**src/rtl/uart_tx_fifo_if.sv**
```systemverilog
// ---------------------------------------------------------------------------
// uart_tx_fifo_if
//   Write-side handshake bundle for the UART transmitter FIFO.
//
//   Signals:
//     tx_valid  producer -> FIFO   write request for tx_data
//     tx_data   producer -> FIFO   word to transmit (DATA_BITS wide)
//     tx_ready  FIFO -> producer   FIFO can accept a word this cycle
//
//   Modports:
//     master  the producer writing words
//     slave   the uart_tx_fifo accepting words
// ---------------------------------------------------------------------------
interface uart_tx_fifo_if #(
    parameter int DATA_BITS = 8
);
    logic                 tx_valid;
    logic [DATA_BITS-1:0] tx_data;
    logic                 tx_ready;

    modport master (
        output tx_valid,
        output tx_data,
        input  tx_ready
    );

    modport slave (
        input  tx_valid,
        input  tx_data,
        output tx_ready
    );
endinterface

```
**src/rtl/uart_tx_fifo.sv**
```systemverilog
// ---------------------------------------------------------------------------
// uart_tx_fifo
//   UART transmitter with a small transmit FIFO in front of it. Words written
//   through the handshake interface are queued and sent as serial frames:
//   start bit (0), DATA_BITS data bits LSB first, optional parity bit,
//   STOP_BITS stop bits (1). Back-to-back frames are sent with no idle gap
//   while the FIFO holds data.
//
//   Optional feature: define UART_TX_PARITY_EN to insert a parity bit after
//   the data bits (even parity when PARITY_ODD=0, odd when PARITY_ODD=1).
//   Without the macro there is no parity state or logic at all.
//
//   Ports:
//     clk         single clock, rising edge
//     reset       asynchronous, active-high reset
//     wr          uart_tx_fifo_if.slave: tx_valid, tx_data in; tx_ready out
//     tx          registered serial line, idle high
//     busy        FIFO non-empty or frame in progress
//     fifo_count  FIFO occupancy, 0..FIFO_DEPTH
// ---------------------------------------------------------------------------
module uart_tx_fifo #(
    parameter int DATA_BITS    = 8,
    parameter int CLKS_PER_BIT = 16,
    parameter int STOP_BITS    = 1,
    parameter int FIFO_DEPTH   = 4,
    parameter int PARITY_ODD   = 0
) (
    input  logic                             clk,
    input  logic                             reset,
    uart_tx_fifo_if.slave                    wr,
    output logic                             tx,
    output logic                             busy,
    output logic [$clog2(FIFO_DEPTH+1)-1:0]  fifo_count
);

    localparam int PTR_W  = $clog2(FIFO_DEPTH);
    localparam int CNT_W  = $clog2(FIFO_DEPTH + 1);
    localparam int BAUD_W = $clog2(CLKS_PER_BIT);
    localparam int BIT_W  = $clog2(DATA_BITS);

    localparam logic [BAUD_W-1:0] BAUD_LAST = BAUD_W'(CLKS_PER_BIT - 1);
    localparam logic [BIT_W-1:0]  DATA_LAST = BIT_W'(DATA_BITS - 1);
    localparam logic [BIT_W-1:0]  STOP_LAST = BIT_W'(STOP_BITS - 1);
    localparam logic [CNT_W-1:0]  FULL_CNT  = CNT_W'(FIFO_DEPTH);

    // Elaboration-time parameter legality checks.
    generate
        if (DATA_BITS < 5 || DATA_BITS > 8) begin : g_bad_data_bits
            $error("uart_tx_fifo: DATA_BITS must be 5..8");
        end
        if (CLKS_PER_BIT < 2) begin : g_bad_clks_per_bit
            $error("uart_tx_fifo: CLKS_PER_BIT must be >= 2");
        end
        if (STOP_BITS < 1 || STOP_BITS > 2) begin : g_bad_stop_bits
            $error("uart_tx_fifo: STOP_BITS must be 1 or 2");
        end
        if (FIFO_DEPTH < 2 || (FIFO_DEPTH & (FIFO_DEPTH - 1)) != 0) begin : g_bad_depth
            $error("uart_tx_fifo: FIFO_DEPTH must be a power of two >= 2");
        end
        if (PARITY_ODD < 0 || PARITY_ODD > 1) begin : g_bad_parity_odd
            $error("uart_tx_fifo: PARITY_ODD must be 0 or 1");
        end
    endgenerate

`ifdef UART_TX_PARITY_EN
    typedef enum logic [2:0] {IDLE, START, DATA, PARITY, STOP} state_t;
`else
    typedef enum logic [1:0] {IDLE, START, DATA, STOP} state_t;
`endif

    // FIFO storage and pointers
    logic [DATA_BITS-1:0] mem [FIFO_DEPTH];
    logic [PTR_W-1:0]     wr_ptr_q;
    logic [PTR_W-1:0]     rd_ptr_q;
    logic [CNT_W-1:0]     count_q;
    logic                 push;
    logic                 pop;
    logic [DATA_BITS-1:0] head;

    // Transmitter state
    state_t               state_q, state_nx;
    logic [BAUD_W-1:0]    baud_q, baud_nx;
    logic [BIT_W-1:0]     bit_q, bit_nx;
    logic                 tx_q, tx_nx;
    logic [DATA_BITS-1:0] shift_q, shift_nx;
    logic                 bit_end;

`ifdef UART_TX_PARITY_EN
    logic                 par_q, par_nx;
`endif

    // Ready depends only on occupancy, never on a same-cycle pop, so the
    // producer never sees a combinational path through the FSM.
    assign wr.tx_ready = (count_q < FULL_CNT);
    assign push        = wr.tx_valid && wr.tx_ready;
    assign head        = mem[rd_ptr_q];

    assign fifo_count  = count_q;
    assign tx          = tx_q;
    assign busy        = (state_q != IDLE) || (count_q != '0);

    // ---- FIFO write side: storage is data only, no reset ----
    always_ff @(posedge clk) begin
        if (push) begin
            mem[wr_ptr_q] <= wr.tx_data;
        end
    end

    // ---- FIFO pointers and occupancy ----
    always_ff @(posedge clk or posedge reset) begin
        if (reset) begin
            wr_ptr_q <= '0;
            rd_ptr_q <= '0;
            count_q  <= '0;
        end else begin
            if (push) begin
                wr_ptr_q <= wr_ptr_q + PTR_W'(1);
            end
            if (pop) begin
                rd_ptr_q <= rd_ptr_q + PTR_W'(1);
            end
            case ({push, pop})
                2'b10:   count_q <= count_q + CNT_W'(1);
                2'b01:   count_q <= count_q - CNT_W'(1);
                default: count_q <= count_q;
            endcase
        end
    end

    // ---- FSM state register and control counters ----
    always_ff @(posedge clk or posedge reset) begin
        if (reset) begin
            state_q <= IDLE;
            baud_q  <= '0;
            bit_q   <= '0;
            tx_q    <= 1'b1;
        end else begin
            state_q <= state_nx;
            baud_q  <= baud_nx;
            bit_q   <= bit_nx;
            tx_q    <= tx_nx;
        end
    end

    // ---- Frame data registers: loaded on pop, no reset needed ----
    always_ff @(posedge clk) begin
        shift_q <= shift_nx;
`ifdef UART_TX_PARITY_EN
        par_q   <= par_nx;
`endif
    end

    assign bit_end = (baud_q == BAUD_LAST);

    // ---- FSM next-state and outputs ----
    always_comb begin
        state_nx = state_q;
        baud_nx  = baud_q;
        bit_nx   = bit_q;
        tx_nx    = tx_q;
        shift_nx = shift_q;
        pop      = 1'b0;
`ifdef UART_TX_PARITY_EN
        par_nx   = par_q;
`endif

        // Baud counter free-runs inside a frame and reloads at every bit
        // boundary; it rests at zero while idle.
        if (state_q != IDLE) begin
            baud_nx = bit_end ? '0 : baud_q + BAUD_W'(1);
        end

        case (state_q)
            IDLE: begin
                if (count_q != '0) begin
                    pop      = 1'b1;
                    shift_nx = head;
`ifdef UART_TX_PARITY_EN
                    par_nx   = (^head) ^ 1'(PARITY_ODD);
`endif
                    tx_nx    = 1'b0;
                    baud_nx  = '0;
                    state_nx = START;
                end
            end

            START: begin
                if (bit_end) begin
                    tx_nx    = shift_q[0];
                    shift_nx = shift_q >> 1;
                    bit_nx   = '0;
                    state_nx = DATA;
                end
            end

            DATA: begin
                if (bit_end) begin
                    if (bit_q == DATA_LAST) begin
                        bit_nx   = '0;
`ifdef UART_TX_PARITY_EN
                        tx_nx    = par_q;
                        state_nx = PARITY;
`else
                        tx_nx    = 1'b1;
                        state_nx = STOP;
`endif
                    end else begin
                        tx_nx    = shift_q[0];
                        shift_nx = shift_q >> 1;
                        bit_nx   = bit_q + BIT_W'(1);
                    end
                end
            end

`ifdef UART_TX_PARITY_EN
            PARITY: begin
                if (bit_end) begin
                    tx_nx    = 1'b1;
                    bit_nx   = '0;
                    state_nx = STOP;
                end
            end
`endif

            STOP: begin
                if (bit_end) begin
                    if (bit_q == STOP_LAST) begin
                        bit_nx = '0;
                        // Chain straight into the next start bit when more
                        // data is queued, so consecutive frames have no gap.
                        if (count_q != '0) begin
                            pop      = 1'b1;
                            shift_nx = head;
`ifdef UART_TX_PARITY_EN
                            par_nx   = (^head) ^ 1'(PARITY_ODD);
`endif
                            tx_nx    = 1'b0;
                            state_nx = START;
                        end else begin
                            tx_nx    = 1'b1;
                            state_nx = IDLE;
                        end
                    end else begin
                        bit_nx = bit_q + BIT_W'(1);
                    end
                end
            end

            default: begin
                state_nx = IDLE;
                tx_nx    = 1'b1;
                baud_nx  = '0;
                bit_nx   = '0;
            end
        endcase
    end

endmodule
```
**src/flat_wrapper.sv**
```systemverilog
// flat-port wrapper written by rule: the top's interface ports become plain ports
module uart_tx_fifo_flat 
#(
    parameter int DATA_BITS    = 8,
    parameter int CLKS_PER_BIT = 16,
    parameter int STOP_BITS    = 1,
    parameter int FIFO_DEPTH   = 4,
    parameter int PARITY_ODD   = 0
)
  (clk, reset, tx, busy, fifo_count, wr_tx_valid, wr_tx_data, wr_tx_ready);
  uart_tx_fifo_if #(.DATA_BITS(DATA_BITS)) wr_i ();
  input  logic clk;
  input  logic reset;
  output logic tx;
  output logic busy;
  output logic [$clog2(FIFO_DEPTH+1)-1:0] fifo_count;
  input wire logic [$bits(wr_i.tx_valid)-1:0] wr_tx_valid;
  input wire logic [$bits(wr_i.tx_data)-1:0] wr_tx_data;
  output wire logic [$bits(wr_i.tx_ready)-1:0] wr_tx_ready;
  assign wr_i.tx_valid = wr_tx_valid;
  assign wr_i.tx_data = wr_tx_data;
  assign wr_tx_ready = wr_i.tx_ready;
  uart_tx_fifo #(.DATA_BITS(DATA_BITS), .CLKS_PER_BIT(CLKS_PER_BIT), .STOP_BITS(STOP_BITS), .FIFO_DEPTH(FIFO_DEPTH), .PARITY_ODD(PARITY_ODD)) u_core (.clk(clk), .reset(reset), .wr(wr_i), .tx(tx), .busy(busy), .fifo_count(fifo_count));
endmodule
```
**config.mk**
```make
export PLATFORM = sky130hd
export DESIGN_NAME = uart_tx_fifo_flat
export DESIGN_NICKNAME = d
export VERILOG_FILES = /design/src/rtl/uart_tx_fifo_if.sv /design/src/rtl/uart_tx_fifo.sv /design/src/flat_wrapper.sv
export SDC_FILE = /design/constraint.sdc
export NUM_CORES = 1
export LEC_CHECK = 0
export CORE_AREA = 2 2 68 70
export CTS_CLUSTER_SIZE = 8
export DETAILED_ROUTE_END_ITERATION = 16
export DIE_AREA = 0 0 70 72
export GPL_ROUTABILITY_DRIVEN = 0
export PLACE_DENSITY = 0.8
export SYNTH_ARGS = -nofsm -noshare
export SYNTH_HDL_FRONTEND = slang
export SYNTH_SLANG_ARGS = --single-unit
```
**constraint.sdc**
```tcl
create_clock -name clk -period 7.4 [get_ports clk]
set_input_delay 1.48 -clock clk [delete_from_list [all_inputs] [get_ports clk]]
set_output_delay 1.48 -clock clk [all_outputs]
set_load 0.005 [all_outputs]
```
After elaboration in Yosys (flattened, before gate mapping)
Memory sizes are Yosys's and may differ from the RTL's.
Index checks and enable logic that the tools add are counted.
{"block": "classes", "mux": 40, "addsub": 6, "eq_ne": 14, "reduce_logical": 12, "order_cmp": 1}
{"cell": "8-bit 2-to-1 mux", "count": 6}
{"cell": "8-bit case mux with 4 select lines", "count": 1}
{"cell": "4-bit 2-to-1 mux", "count": 4}
{"cell": "3-bit 2-to-1 mux", "count": 5}
{"cell": "1-bit 2-to-1 mux", "count": 13}
{"cell": "2-bit 2-to-1 mux", "count": 6}
{"cell": "2-bit by 1-bit != test with 1-bit output, second input constant", "count": 6}
{"cell": "5-bit AND reduction", "count": 2}
{"cell": "3-bit case mux with 3 select lines", "count": 1}
{"cell": "2-bit case mux with 4 select lines", "count": 1}
{"cell": "3-bit by 1-bit adder with 3-bit output, second input constant", "count": 2}
{"cell": "2-bit equality test, second input constant", "count": 3}
{"cell": "3-bit case mux with 2 select lines", "count": 1}
{"cell": "6-bit AND reduction", "count": 1}
{"cell": "3-bit nonzero test", "count": 2}
{"cell": "2-bit by 1-bit adder with 2-bit output, second input constant", "count": 2}
{"cell": "4-bit by 1-bit adder with 4-bit output, second input constant", "count": 1}
{"cell": "2-bit by 1-bit equality test with 1-bit output, second input constant", "count": 2}
{"cell": "4-bit equality test, second input constant", "count": 1}
{"cell": "1-bit case mux with 4 select lines", "count": 1}
{"cell": "4-bit AND reduction", "count": 1}
{"cell": "2-bit nonzero test", "count": 2}
{"cell": "3-bit equality test, second input constant", "count": 1}
{"cell": "3-bit logical NOT", "count": 1}
{"cell": "other kinds (7)", "count": 7}
{"block": "totals", "reg_bits": 25, "wordCells": 82, "inputBits": 11, "out_inout_bits": 6, "n_memories": 1, "ramBits": 32}
{"name": "u_core.mem", "words": 4, "width": 8, "read_ports": 1, "rd_clocked_by_memory_dff": 0, "write_ports": 1, "line_no": "uart_tx_fifo.sv:72", "rtl": "logic [DATA_BITS-1:0] mem [FIFO_DEPTH];"}

Logic depth before layout (Yosys ltp)
{"block": "logic_depth", "depth_word": 7, "mapped_depth": 11, "ltp_nobuf": 11}

Worst setup path after synthesis
Ideal clock, no wire load.
{"block": "synth_path", "path_kind": "input to register", "from": "in wr_tx_valid", "to": "reg u_core.count_q[2] (netlist: u_core.fifo_count[2])", "slack_ns": 4.584, "required_time_ns": 7.320, "n_path_buf": 1, "t_arrival_ns": 2.737, "setup_time_ns": 0.080, "cell_stages": 9, "path_cell_list": "nor2b_1 -> clkbuf_1 -> inv_1 -> ha_1 -> inv_1 -> fa_1 -> xor2_1 -> nor2_1 -> xnor2_1"}
{"block": "synth_between", "elab_chain_len": 3, "elab_cells_between_ends": 5, "cone_classes": "eq/ne (2); mux (1); reduce/logical (2)"}
{"element": "start: declaration", "line_no": "flat_wrapper.sv:17", "rtl": "input wire logic [$bits(wr_i.tx_valid)-1:0] wr_tx_valid;"}
{"element": "1-bit logical AND (*)", "line_no": "uart_tx_fifo.sv:95", "rtl": "assign push = wr.tx_valid && wr.tx_ready;"}
{"element": "2-bit by 1-bit equality test with 1-bit output / 2-bit equality test (equally long branches)", "line_no": "uart_tx_fifo.sv:122", "rtl": "case ({push, pop})"}
{"element": "3-bit case mux with 2 select lines / 2-bit nonzero test (equally long branches)"}
{"element": "end signal: assignment", "line_no": "uart_tx_fifo.sv:123", "rtl": "2'b10: count_q <= count_q + CNT_W'(1);"}
{"element": "end signal: assignment", "line_no": "uart_tx_fifo.sv:124", "rtl": "2'b01: count_q <= count_q - CNT_W'(1);"}
{"element": "end signal: assignment", "line_no": "uart_tx_fifo.sv:125", "rtl": "default: count_q <= count_q;"}
{"element": "end: declaration", "line_no": "uart_tx_fifo.sv:75", "rtl": "logic [CNT_W-1:0] count_q;"}
Every way passes the cells marked *; elsewhere a longest branch is shown, timed or not.
A chain may end at the register's enable or synchronous reset.

Worst setup path in the final report
{"block": "layout_path", "from": "reg u_core.state_q[0]", "to": "out busy"}
{"block": "layout_between", "elab_chain_len": 2}
{"element": "start: declaration", "line_no": "uart_tx_fifo.sv:81", "rtl": "state_t state_q, state_nx;"}
{"element": "start signal: assignment", "line_no": "uart_tx_fifo.sv:138", "rtl": "state_q <= state_nx;"}
{"element": "2-bit nonzero test", "line_no": "uart_tx_fifo.sv:100", "rtl": "assign busy = (state_q != IDLE) || (count_q != '0);"}
{"element": "1-bit logical OR", "line_no": "uart_tx_fifo.sv:100"}
{"element": "end: declaration", "line_no": "flat_wrapper.sv:15", "rtl": "output logic busy;"}
No other way between the ends.

==> metrics.txt <==
# TYPE chip_impl_metric gauge
chip_impl_metric{name="drive_above_1_share",unit="%"} 13.9
chip_impl_metric{name="die_w",unit="microns"} 70
chip_impl_metric{name="hold-worst-slack",unit="ns"} 0.482
chip_impl_metric{name="fp.coreArea",unit="sq mm"} 0.00426
chip_impl_metric{name="antenna_cells",unit=""} 0
chip_impl_metric{name="detail_route.first_pass.iterations",unit=""} 4
chip_impl_metric{name="final.period_utilization",unit="%"} 46.7
chip_impl_metric{name="yosys.area_share.xor_xnor",unit="%"} 2.37
chip_impl_metric{name="drt_iter0_markers",unit=""} 83
chip_impl_metric{name="area.growth.synth_to_final",unit="%"} 15.3
chip_impl_info{name="critical-path-slowest-cell",value="sky130_fd_sc_hd__clkdlybuf4s50_1"} 1
chip_impl_metric{name="synthesized_area_fraction_occupied_by_ao_oa_aoi_and_oai_cells",unit="%"} 9.61
chip_impl_info{name="cp-start-kind",value="flop"} 1
chip_impl_metric{name="drcViolationCount",unit=""} 0
chip_impl_metric{name="floorplan.rows",unit=""} 24
chip_impl_metric{name="maxCapViolCount",unit=""} 0
chip_impl_metric{name="leakagePower",unit="nW"} 1.14
chip_impl_metric{name="timing.final.max_slew_violations",unit=""} 0
chip_impl_metric{name="initial_core_util",unit="%"} 60.7
chip_impl_info{name="cts-root-buf",value="sky130_fd_sc_hd__clkbuf_8"} 1
chip_impl_metric{name="net-switching-power",unit="W"} 0.000465
chip_impl_metric{name="skew_pair_late_insertion_delay",unit="ns"} 0.33
chip_impl_metric{name="grt_pass1_vias",unit=""} 1575
chip_impl_metric{name="finalHoldViolCount",unit=""} 0
chip_impl_metric{name="io_pins",unit=""} 17
chip_impl_metric{name="finalCoreUtilization",unit="%"} 70.0
chip_impl_metric{name="report.final.setup_viol",unit=""} 0
chip_impl_metric{name="netlist_area",unit="sq mm"} 0.00259
chip_impl_metric{name="post_syn_instances",unit=""} 175
chip_impl_metric{name="critPathArrivalTime",unit="ns"} 1.98
chip_impl_metric{name="die_h",unit="microns"} 72
chip_impl_metric{name="ys_types",unit=""} 35
chip_impl_metric{name="syn_nets",unit=""} 200
chip_impl_metric{name="intPower",unit="W"} 0.000879
chip_impl_info{name="setup.worst_path.end_class",value="output port"} 1
chip_impl_metric{name="synth-simple-area-share",unit="%"} 5.80
chip_impl_metric{name="htree_num_levels",unit=""} 3
chip_impl_metric{name="worstPathRequired",unit="ns"} 5.92
chip_impl_metric{name="clk_path_buf_depth",unit=""} 2
chip_impl_metric{name="detailroute.via_count",unit=""} 1479
chip_impl_metric{name="fillers",unit=""} 294
chip_impl_metric{name="power_frac_comb",unit="%"} 39.4
chip_impl_info{name="timing_worst_setup_path_type",value="reg -> out"} 1
chip_impl_metric{name="achievable-frequency",unit="GHz"} 0.289
chip_impl_metric{name="ys_seq_area_share",unit="%"} 62.9
chip_impl_info{name="path_cells",value="inv_1 -> ha_1 -> nand2_1 -> clkdlybuf4s50_1"} 1
chip_impl_metric{name="detailed_place_hpwl",unit="mm"} 3.11
chip_impl_metric{name="yosys.area_share.adder",unit="%"} 7.05
chip_impl_metric{name="clock_skew",unit="ns"} 0.00653
chip_impl_metric{name="clockPowerShare",unit="%"} 20.0
chip_impl_metric{name="initial_antenna_violation_count",unit=""} 0
chip_impl_metric{name="synth-seq-cells",unit=""} 57
chip_impl_metric{name="post_cts.repair.setup_buffers",unit=""} 0
chip_impl_info{name="hold_class",value="reg -> reg"} 1
chip_impl_metric{name="wire_per_inst",unit="microns"} 16.7
chip_impl_metric{name="final_nets",unit=""} 222
chip_impl_info{name="rsz0062_at_grt",value="false"} 1
chip_impl_info{name="tritoncts_clock_tree",value="built"} 1
chip_impl_metric{name="totalNegativeSetupSlack",unit="ns"} 0
chip_impl_metric{name="maxSlewHeadroom",unit="%"} 34.1
chip_impl_metric{name="die_area",unit="sq mm"} 0.00504
chip_impl_metric{name="crit_fanout",unit=""} 14
chip_impl_metric{name="vias_per_cell",unit=""} 5.82
chip_impl_metric{name="pwr-share-seq",unit="%"} 40.6
chip_impl_info{name="main_combinational_cell_family_by_area_after_synthesis",value="compound AO/OA/AOI/OAI gates"} 1
chip_impl_metric{name="final_power",unit="W"} 0.00134
chip_impl_metric{name="postCtsResizedCells",unit=""} 0
chip_impl_metric{name="grt_total_ovfl",unit=""} 0
chip_impl_metric{name="vdd_ir_drop_max",unit="mV"} 0.268
chip_impl_metric{name="muxShareOfSynthArea",unit="%"} 8.94
chip_impl_metric{name="yosys_warnings",unit=""} 0
chip_impl_metric{name="cts.reportedPaths.clkPinSlew",unit="ns"} 0.06
chip_impl_metric{name="first_pass_grt_wire_length",unit="mm"} 7.18
chip_impl_metric{name="synth.avg_cell_area",unit="sq um"} 14.8
chip_impl_metric{name="timing.critical_path.slowest_cell_delay",unit="ns"} 0.48
chip_impl_metric{name="numCtsBuffers",unit=""} 9
chip_impl_metric{name="period_needed",unit="ns"} 3.46
chip_impl_metric{name="netSwitchingFraction",unit="%"} 34.6
chip_impl_metric{name="port_buffers",unit=""} 16
chip_impl_metric{name="grt_start_max_net_pins",unit=""} 18
chip_impl_metric{name="pwr_density_cell",unit="mW/mm^2"} 450
chip_impl_metric{name="totalWireLength",unit="mm"} 4.24
chip_impl_metric{name="final_antenna_net_count",unit=""} 0
chip_impl_metric{name="gr-usage-all-layers",unit="%"} 19.0
chip_impl_metric{name="cts_hold_bufs",unit=""} 0
chip_impl_info{name="run_status",value="complete, no violations"} 1
chip_impl_metric{name="timing_worst_slew_pin_value",unit="ns"} 0.980
chip_impl_metric{name="numClockSinks",unit=""} 57
## worst paths after layout
path | cells past startpoint | slack [ns] | from | end
min | 2 | 0.48 | u_core.tx | u_core.tx
max reg2reg | 6 | 4.39 | u_core.state_q[0] | u_core.shift_q[2]
max | 4 | 3.94 | u_core.state_q[0] | busy
min reg2reg | 2 | 0.48 | u_core.tx | u_core.tx
max in group asynchronous | 2 | 5.39 | reset | u_core.wr_ptr_q[1]
min in group asynchronous | 2 | 1.58 | reset | u_core.rd_ptr_q[0]
## cell usage in the layout, fill, tap and decap left out, types with 6 or more instances in the layout
cell,count
sky130_fd_sc_hd__clkbuf_8,9
sky130_fd_sc_hd__inv_1,17
sky130_fd_sc_hd__a22o_1,8
sky130_fd_sc_hd__ha_1,13
sky130_fd_sc_hd__edfxtp_1,40
sky130_fd_sc_hd__dfrtp_1,16
sky130_fd_sc_hd__a21oi_1,7
sky130_fd_sc_hd__mux4_2,8
sky130_fd_sc_hd__o21ai_0,6
sky130_fd_sc_hd__clkdlybuf4s50_1,16
sky130_fd_sc_hd__nor2_1,6
## worst max-delay path, delay by kind of cell (launching register included)
kind                     cells  cell delay [ns]
flip-flops                   1             0.43
AND/OR/NAND/NOR              1             0.15
buffers and inverters        2             0.61
adder cells (fa/ha/maj)      1             0.46
## layout make-up
| type | count | area, sq um | share of cell area [%] |
|---|---|---|---|
| sequential | 57 | 1630 | 54.5 |
| clock inverter | 6 | 58.8 | 1.97 |
| multi-input combinational | 95 | 875 | 29.3 |
| timing repair buffer | 17 | 168 | 5.62 |
| inverter | 17 | 63.8 | 2.14 |
| tap | 52 | 65.1 | 2.18 |
| clock buffer | 10 | 128 | 4.27 |
## cells in the mapped netlist
library cell	instances	area share, %
sky130_fd_sc_hd__o32ai_1	1	0.34
sky130_fd_sc_hd__mux2_2	1	0.43
sky130_fd_sc_hd__o2bb2ai_1	1	0.34
sky130_fd_sc_hd__buf_2	1	0.19
sky130_fd_sc_hd__nor2b_1	2	0.48
sky130_fd_sc_hd__mux4_2	8	7.0
sky130_fd_sc_hd__a21oi_1	7	1.4
sky130_fd_sc_hd__xor2_1	2	0.68
sky130_fd_sc_hd__nor2_1	6	0.87
sky130_fd_sc_hd__nor3_1	3	0.58
sky130_fd_sc_hd__a221oi_1	1	0.34
sky130_fd_sc_hd__dfstp_2	1	1.0
sky130_fd_sc_hd__nand2_1	5	0.72
sky130_fd_sc_hd__a21o_1	1	0.29
sky130_fd_sc_hd__xnor2_1	5	1.7
sky130_fd_sc_hd__nand3b_1	1	0.29
sky130_fd_sc_hd__o211ai_1	2	0.58
sky130_fd_sc_hd__nand2b_1	2	0.48
sky130_fd_sc_hd__o31a_1	1	0.34
sky130_fd_sc_hd__o21ai_0	6	1.2
sky130_fd_sc_hd__mux2i_1	4	1.5
sky130_fd_sc_hd__a221oi_4	1	1.0
sky130_fd_sc_hd__fa_1	1	0.77
sky130_fd_sc_hd__o21a_1	1	0.29
sky130_fd_sc_hd__edfxtp_1	40	46
sky130_fd_sc_hd__ha_1	13	6.3
sky130_fd_sc_hd__or3_4	1	0.43
sky130_fd_sc_hd__a21boi_0	1	0.29
sky130_fd_sc_hd__clkbuf_1	5	0.72
sky130_fd_sc_hd__and2_1	4	0.97
sky130_fd_sc_hd__nand3_1	5	0.97
sky130_fd_sc_hd__dfrtp_1	16	15
sky130_fd_sc_hd__a22o_1	8	2.7
sky130_fd_sc_hd__inv_1	17	2.5
sky130_fd_sc_hd__a311oi_2	1	0.58
## power by group through the flow
stage / Clock (W) / Combinational, W / Sequential, W
after detailed placement: 0 / 0.000532 / 0.000552
after global placement: 0 / 0.000497 / 0.000545
after global routing: 0.000288 / 0.000588 / 0.000562
after floorplan: 0 / 0.000430 / 0.000513
after CTS: 0.000276 / 0.000531 / 0.000548
final: 0.000269 / 0.000529 / 0.000546
## cells by family (layout without fill, tap and decap cells)
| family | Yosys count | after routing |
|---|---|---|
| XOR/XNOR | 7 | 7 |
| adder cells (fa/ha/maj) | 14 | 14 |
| buffers and inverters | 23 | 50 |
| flip-flops | 57 | 57 |
| multiplexers | 13 | 13 |
| AND/OR/NAND/NOR | 29 | 29 |
| AO/OA/AOI/OAI | 32 | 32 |
## registers in the layout (all words and copies together), names as in the netlist
signal	cells
u_core.baud_q	4
u_core.bit_q	3
u_core.fifo_count	3
u_core.mem	32
u_core.rd_ptr_q	2
u_core.shift_q	8
u_core.state_q	2
u_core.tx	1
u_core.wr_ptr_q	2
## per-layer routing
layer  up-vias  share of wire (%)  GRT usage (%)
met5         -                  0              0
li1        691                  -              -
met4         0                2.3           10.5
met1       730                 40           21.8
met2        49                 53           32.4
met3         9                4.6           5.69
## stage by stage
step / instance area [sq um] / instances / setup slack [ns]
final: 2990 / 254 / 3.94
after global routing: 2990 / 254 / 3.77
after CTS: 2990 / 254 / 3.91
after detailed placement: 2800 / 238 / 4.01
after global placement: 2800 / 238 / 4.17
after floorplan: 2590 / 175 / 4.58
Power figures use the tool's default switching activity.
